## src/rtl/serial_sub_ctrl_pkg.sv

```systemverilog
// Shared types and sizing helpers for the bit-serial subtraction controller.
// Latency: n/a (declarations only).
// Backpressure: n/a (declarations only).
package serial_sub_pkg;

   // Controller sequencing states; encodings are fixed so they read cleanly in waves.
   typedef enum logic [1:0] {
      IDLE = 2'd0,
      RUN  = 2'd1,
      DONE = 2'd2
   } state_t;

   localparam int DEFAULT_WIDTH = 8;

   // Width of the bit counter: enough to hold WIDTH-1, never less than one bit.
   function automatic int cnt_w(input int width);
      return (width < 2) ? 1 : $clog2(width);
   endfunction

endpackage

```

## src/rtl/serial_sub_ctrl_if.sv

```systemverilog
// Request/result bundle between a requester and the serial subtractor.
// Latency: n/a (wires only).
// Backpressure: busy tells the requester that start will be ignored.
interface serial_sub_ctrl_if #(
   parameter int WIDTH = 8
) ();

   logic             start;
   logic [WIDTH-1:0] a;
   logic [WIDTH-1:0] b;
   logic             busy;
   logic             done;
   logic [WIDTH-1:0] diff;
   logic             borrow_out;

   // Requester side drives operands and the start strobe.
   modport master (
      output start, a, b,
      input  busy, done, diff, borrow_out
   );

   // Controller side consumes the request and returns the result.
   modport slave (
      input  start, a, b,
      output busy, done, diff, borrow_out
   );

endinterface

```

## src/rtl/serial_sub_ctrl_bit_cell.sv

```systemverilog
// One-bit full subtractor: d = x - y - bin, with borrow out.
// Latency: purely combinational.
// Backpressure: none.
module sub_bit_cell (
   input  logic x_i,
   input  logic y_i,
   input  logic bin_i,
   output logic d_o,
   output logic bout_o
);

   // Borrow is generated when y exceeds x, or propagated when x equals y.
   always_comb begin
      d_o    = x_i ^ y_i ^ bin_i;
      bout_o = (~x_i & y_i) | (~(x_i ^ y_i) & bin_i);
   end

endmodule

```

## src/rtl/serial_sub_ctrl.sv

```systemverilog
// Bit-serial unsigned subtractor: streams operands LSB-first through one sub_bit_cell.
// Latency: done pulses WIDTH+1 cycles after the accepted start; one op per WIDTH+2 cycles.
// Backpressure: start is only sampled in IDLE; starts while busy are dropped, not queued.
module serial_sub_ctrl
   import serial_sub_pkg::*;
#(
   parameter int WIDTH = DEFAULT_WIDTH
) (
   input logic               clk,
   input logic               rst_n,
   serial_sub_ctrl_if.slave  bus
);

   localparam int CW = cnt_w(WIDTH);
   localparam logic [CW-1:0] LAST_BIT = CW'(WIDTH - 1);

   state_t           state_q, state_d;
   logic [WIDTH-1:0] a_sh_q, a_sh_d;
   logic [WIDTH-1:0] b_sh_q, b_sh_d;
   logic [WIDTH-1:0] part_q, part_d;
   logic [WIDTH-1:0] diff_q, diff_d;
   logic [CW-1:0]    cnt_q, cnt_d;
   logic             borrow_q, borrow_d;
   logic             bout_q, bout_d;
   logic             busy_q, busy_d;
   logic             done_q, done_d;

   logic             cell_d;
   logic             cell_bout;

   // The single shared subtract cell always looks at the current LSBs and carried borrow.
   sub_bit_cell u_cell (
      .x_i    (a_sh_q[0]),
      .y_i    (b_sh_q[0]),
      .bin_i  (borrow_q),
      .d_o    (cell_d),
      .bout_o (cell_bout)
   );

   // Next-state, datapath shifting and result capture; everything holds by default.
   always_comb begin
      state_d  = state_q;
      a_sh_d   = a_sh_q;
      b_sh_d   = b_sh_q;
      part_d   = part_q;
      diff_d   = diff_q;
      cnt_d    = cnt_q;
      borrow_d = borrow_q;
      bout_d   = bout_q;

      case (state_q)
         IDLE: begin
            if (bus.start) begin
               state_d  = RUN;
               a_sh_d   = bus.a;
               b_sh_d   = bus.b;
               part_d   = '0;
               cnt_d    = '0;
               borrow_d = 1'b0;
            end
         end
         RUN: begin
            a_sh_d   = a_sh_q >> 1;
            b_sh_d   = b_sh_q >> 1;
            part_d   = {cell_d, part_q[WIDTH-1:1]};
            borrow_d = cell_bout;
            if (cnt_q == LAST_BIT) begin
               // Last bit: publish the completed difference on the same edge.
               state_d = DONE;
               diff_d  = {cell_d, part_q[WIDTH-1:1]};
               bout_d  = cell_bout;
            end else begin
               cnt_d = cnt_q + CW'(1);
            end
         end
         DONE: begin
            state_d = IDLE;
         end
         default: begin
            state_d = IDLE;
         end
      endcase

      // Status flags follow the next state so they come straight from flops.
      busy_d = (state_d != IDLE);
      done_d = (state_d == DONE);
   end

   // State and datapath registers with synchronous active-low clear.
   always_ff @(posedge clk) begin
      if (!rst_n) begin
         state_q  <= IDLE;
         a_sh_q   <= '0;
         b_sh_q   <= '0;
         part_q   <= '0;
         diff_q   <= '0;
         cnt_q    <= '0;
         borrow_q <= 1'b0;
         bout_q   <= 1'b0;
         busy_q   <= 1'b0;
         done_q   <= 1'b0;
      end else begin
         state_q  <= state_d;
         a_sh_q   <= a_sh_d;
         b_sh_q   <= b_sh_d;
         part_q   <= part_d;
         diff_q   <= diff_d;
         cnt_q    <= cnt_d;
         borrow_q <= borrow_d;
         bout_q   <= bout_d;
         busy_q   <= busy_d;
         done_q   <= done_d;
      end
   end

   // Drive the result bundle from registers only.
   always_comb begin
      bus.busy       = busy_q;
      bus.done       = done_q;
      bus.diff       = diff_q;
      bus.borrow_out = bout_q;
   end

endmodule

```

## src/flat_wrapper.sv

```systemverilog
// flat-port wrapper written by rule: the top's interface ports become plain ports
module serial_sub_ctrl_flat import serial_sub_pkg::*;
#(
   parameter int WIDTH = DEFAULT_WIDTH
)
  (clk, rst_n, bus_start, bus_a, bus_b, bus_busy, bus_done, bus_diff, bus_borrow_out);
  serial_sub_ctrl_if #(.WIDTH(WIDTH)) bus_i ();
  input logic clk;
  input logic rst_n;
  input wire logic [$bits(bus_i.start)-1:0] bus_start;
  input wire logic [$bits(bus_i.a)-1:0] bus_a;
  input wire logic [$bits(bus_i.b)-1:0] bus_b;
  output wire logic [$bits(bus_i.busy)-1:0] bus_busy;
  output wire logic [$bits(bus_i.done)-1:0] bus_done;
  output wire logic [$bits(bus_i.diff)-1:0] bus_diff;
  output wire logic [$bits(bus_i.borrow_out)-1:0] bus_borrow_out;
  assign bus_i.start = bus_start;
  assign bus_i.a = bus_a;
  assign bus_i.b = bus_b;
  assign bus_busy = bus_i.busy;
  assign bus_done = bus_i.done;
  assign bus_diff = bus_i.diff;
  assign bus_borrow_out = bus_i.borrow_out;
  serial_sub_ctrl #(.WIDTH(WIDTH)) u_core (.clk(clk), .rst_n(rst_n), .bus(bus_i));
endmodule
```

## config.mk

```make
export PLATFORM = sky130hd
export DESIGN_NAME = serial_sub_ctrl_flat
export DESIGN_NICKNAME = d
export VERILOG_FILES = /design/src/rtl/serial_sub_ctrl_pkg.sv /design/src/rtl/serial_sub_ctrl_if.sv /design/src/rtl/serial_sub_ctrl_bit_cell.sv /design/src/rtl/serial_sub_ctrl.sv /design/src/flat_wrapper.sv
export SDC_FILE = /design/constraint.sdc
export NUM_CORES = 1
export LEC_CHECK = 0
export BUFFER_PORTS_ARGS = -buffer_cell sky130_fd_sc_hd__buf_2
export CAP_MARGIN = 20
export CORE_UTILIZATION = 35
export CTS_CLUSTER_DIAMETER = 200
export CTS_CLUSTER_SIZE = 25
export DETAILED_ROUTE_END_ITERATION = 8
export PLACE_DENSITY_LB_ADDON = 0.12
export SYNTH_ARGS = -nofsm -noshare
export SYNTH_HDL_FRONTEND = slang
export SYNTH_SLANG_ARGS = --single-unit
```

## constraint.sdc

```tcl
create_clock -name clk -period 1.23 [get_ports clk]
set_input_delay 0.123 -clock clk [delete_from_list [all_inputs] [get_ports clk]]
set_output_delay 0.123 -clock clk [all_outputs]
set_load 0.01 [all_outputs]
```

==> results.toml <==
[run_status]
run_status = "completed"

[power]
pwr_density_cell_nw_per_um2 = 1274
clkPwrFrac_pct = 38.1
p_seq_share_pct = 49.5
swShare_pct = 24.28
p_int_mw = 2.128
switching_power_uw = 682.1
combPwrFrac_pct = 12.4
p_leak_nw = 0.8802
peakVddDrop_uv = 692.4

[synthesis]
ys_ff_latch = 40
syn-cell-area_sq_um = 1730
synth_enable_flop_cells = 0
ys_async_sr_fraction_pct = 0
synth_warnings = 0
yosysSeqAreaShare_pct = 46.28
synthFlopType = "dfxtp_1"
syn_avg_cell_area_sq_um = 9.832
synth.distinct_cells = 28
syn-instance-count = 176
synth_nets = 199

[critical_path]
required_ns = 1.42
end_kind = "flip-flop"
critPathMaxStageDelay_ns = 0.48
path_class = "flip-flop to flip-flop"
crit_slowest_cell = "fa_1"
critPathMaxFanout = 2
crit_chain = "inv_1 -> fa_1 -> a22oi_1 -> nor2_1"
start_kind = "flip-flop"
worstPathArrival_ns = 1.39

[floorplan]
dieArea_sq_um = 5229
io_pins = 30
die_x_um = 72.32
core_sq_um = 4755
die_y_um = 72.32
core.rowCount = 25
initial_utilization_pct = 36.39

[sta]
finalSetupTns_ns = 0
finClkSkew_ns = 0.004404
setup-violations-final = 0
hold_slack_ns = 0.07791
fin_crit_sh_pct = 98.13
final_max_slew_viol_count = 0
maxSlewHeadroom_pct = 80.56
rsz0062_at_grt = "yes"
finalCriticalPeriod_ns = 1.207
tightest_slew_ns = 0.2911
fmax_mhz = 828.5
final_hold_viol_count = 0

[placement]
placed_area_sq_um = 2017
numPortBuffers = 29
gp_congestion = 0.7171
dpl.hpwl_mm = 2.612

[clock_network]
path_clk_slew_ns = 0.08
clockBufferDepth = 2
cts_setup_buffers = 0
clock_latency_ns = 0.29
cts_root_buf = "clkbuf_8"
cts_buffers = 5
cts_tree = "built"
cts_max_level = 2
cts.sinks = 40

[global_route]
grt_pass1_vias = 1278
antenna_found_initial = 0
grt_use_total_pct = 14.53
grt-ovfl-total = 0
grt_pass1_wl_mm = 5.830
grt_max_degree = 16

[routing]
ant_nets = 0
routed_wl_mm = 3.555
via_per_inst = 4.848
drc_errors = 0
routedWlPerCell_um = 12.56
vias = 1372
dr.pass1.iters = 4
drt_iter0_markers = 69

[cells_and_area]
layout.nets = 238
layout.area.seq_sq_um = 808.3
fill_cells = 498
layout-drive-gt1-share_pct = 39.35
final_cell_mix = "dfxtp_1 (34), buf_2 (29), nor2_1 (22)"
diodes = 0
finalInstanceArea_sq_um = 2206
multi_input_area_sq_um = 858.3
syn_to_final_growth_pct = 27.48
final_common_cell = "dfxtp_1"

[job]
cap_viol_max_count = 0

[hold_path]
hold_path_class = "input port to flip-flop"
## cell type report
type                       count  area share [%]
multi-input combinational    115           38.91
sequential                    40           36.64
timing repair buffer          46           14.41
tap                           67           3.800
clock buffer                   5           3.120
clock inverter                 3           1.929
inverter                       7           1.191
## layer usage
layer	track usage [%]	vias up	routed length, um
met5	0	-	0
met4	6.536	0	55
met3	3.889	6	135
met2	23.05	21	1637
met1	18.51	648	1728
li1	-	697	-
## what timing repair did
action                                  CTS  global route
gates resized for setup                   8            12
hold buffers                              0             0
endpoints found under the setup margin   18            18
## path summary, 6_finish.rpt
path / from / endpoint / slack (ns) / depth (start not counted)
min reg2reg: u_core.bus.diff[4] / u_core.bus.diff[4] / 0.45 / 2
min: bus_b[7] / u_core.b_sh_q[7] / 0.08 / 3
max reg2reg: u_core.b_sh_q[0] / u_core.part_q[7] / 0.02 / 4
max: u_core.b_sh_q[0] / u_core.part_q[7] / 0.02 / 4
## per-stage QoR
stage	cells	power (mW)	setup slack, ns	utilization, %
final	283	2.810	0.02298	46.39
after CTS	283	2.843	-0.008065	45.29
after global routing	283	2.924	-0.01634	46.39
after floorplan	176	1.649	0.001758	-
after detailed placement	275	1.759	-0.05247	42.42
after global placement	275	1.748	-0.03337	42.42
## power by group through the flow
stage	registers (mW)	clock network, mW	logic (mW)
after CTS	1.39	1.11	0.343
after floorplan	1.41	0	0.242
after detailed placement	1.42	0	0.342
final	1.39	1.07	0.348
after global routing	1.40	1.14	0.382
after global placement	1.41	0	0.333
## registers in the layout, summed over array words and instances (netlist names)
signal                 count
u_core.borrow_q            1
u_core.cnt_q               3
u_core.part_q              7
u_core.bus.diff            8
u_core.bus.busy            1
u_core.a_sh_q              8
u_core.bus.borrow_out      1
u_core.b_sh_q              8
u_core.bus.done            1
u_core.state_q             2
## cell usage after synthesis, drive strengths merged (2+ instances only)
library cell | instances | area [sq um]
a31oi | 4 | 25.02
ha | 3 | 37.54
nand3 | 12 | 60.06
a21oi | 13 | 65.06
a22oi | 10 | 75.07
mux2i | 12 | 120.1
nand2 | 12 | 45.04
nor2 | 23 | 86.33
buf | 14 | 107.6
o221a | 2 | 22.52
a211oi | 12 | 145.1
inv | 7 | 26.27
dfxtp | 40 | 800.8
nor3b | 3 | 22.52
## kinds of logic (layout without fill, tap and decap cells)
family | Yosys count | count (layout) | synth area share (%)
AO/OA/AOI/OAI | 44 | 44 | 21.33
adder cells (fa/ha/maj) | 4 | 4 | 3.326
buffers and inverters | 21 | 61 | 7.736
flip-flops | 40 | 40 | 46.28
multiplexers | 12 | 12 | 6.942
AND/OR/NAND/NOR | 55 | 55 | 14.39
## worst max-delay path, delay by kind of cell, from the launching register on
family / cells / cell delay [ns]
compound gates: 1 / 0.18
buf+inv: 1 / 0.05
fa+ha+maj: 1 / 0.48
flops: 1 / 0.33
simple gates: 1 / 0.06
(Power assumes the default switching activity.)
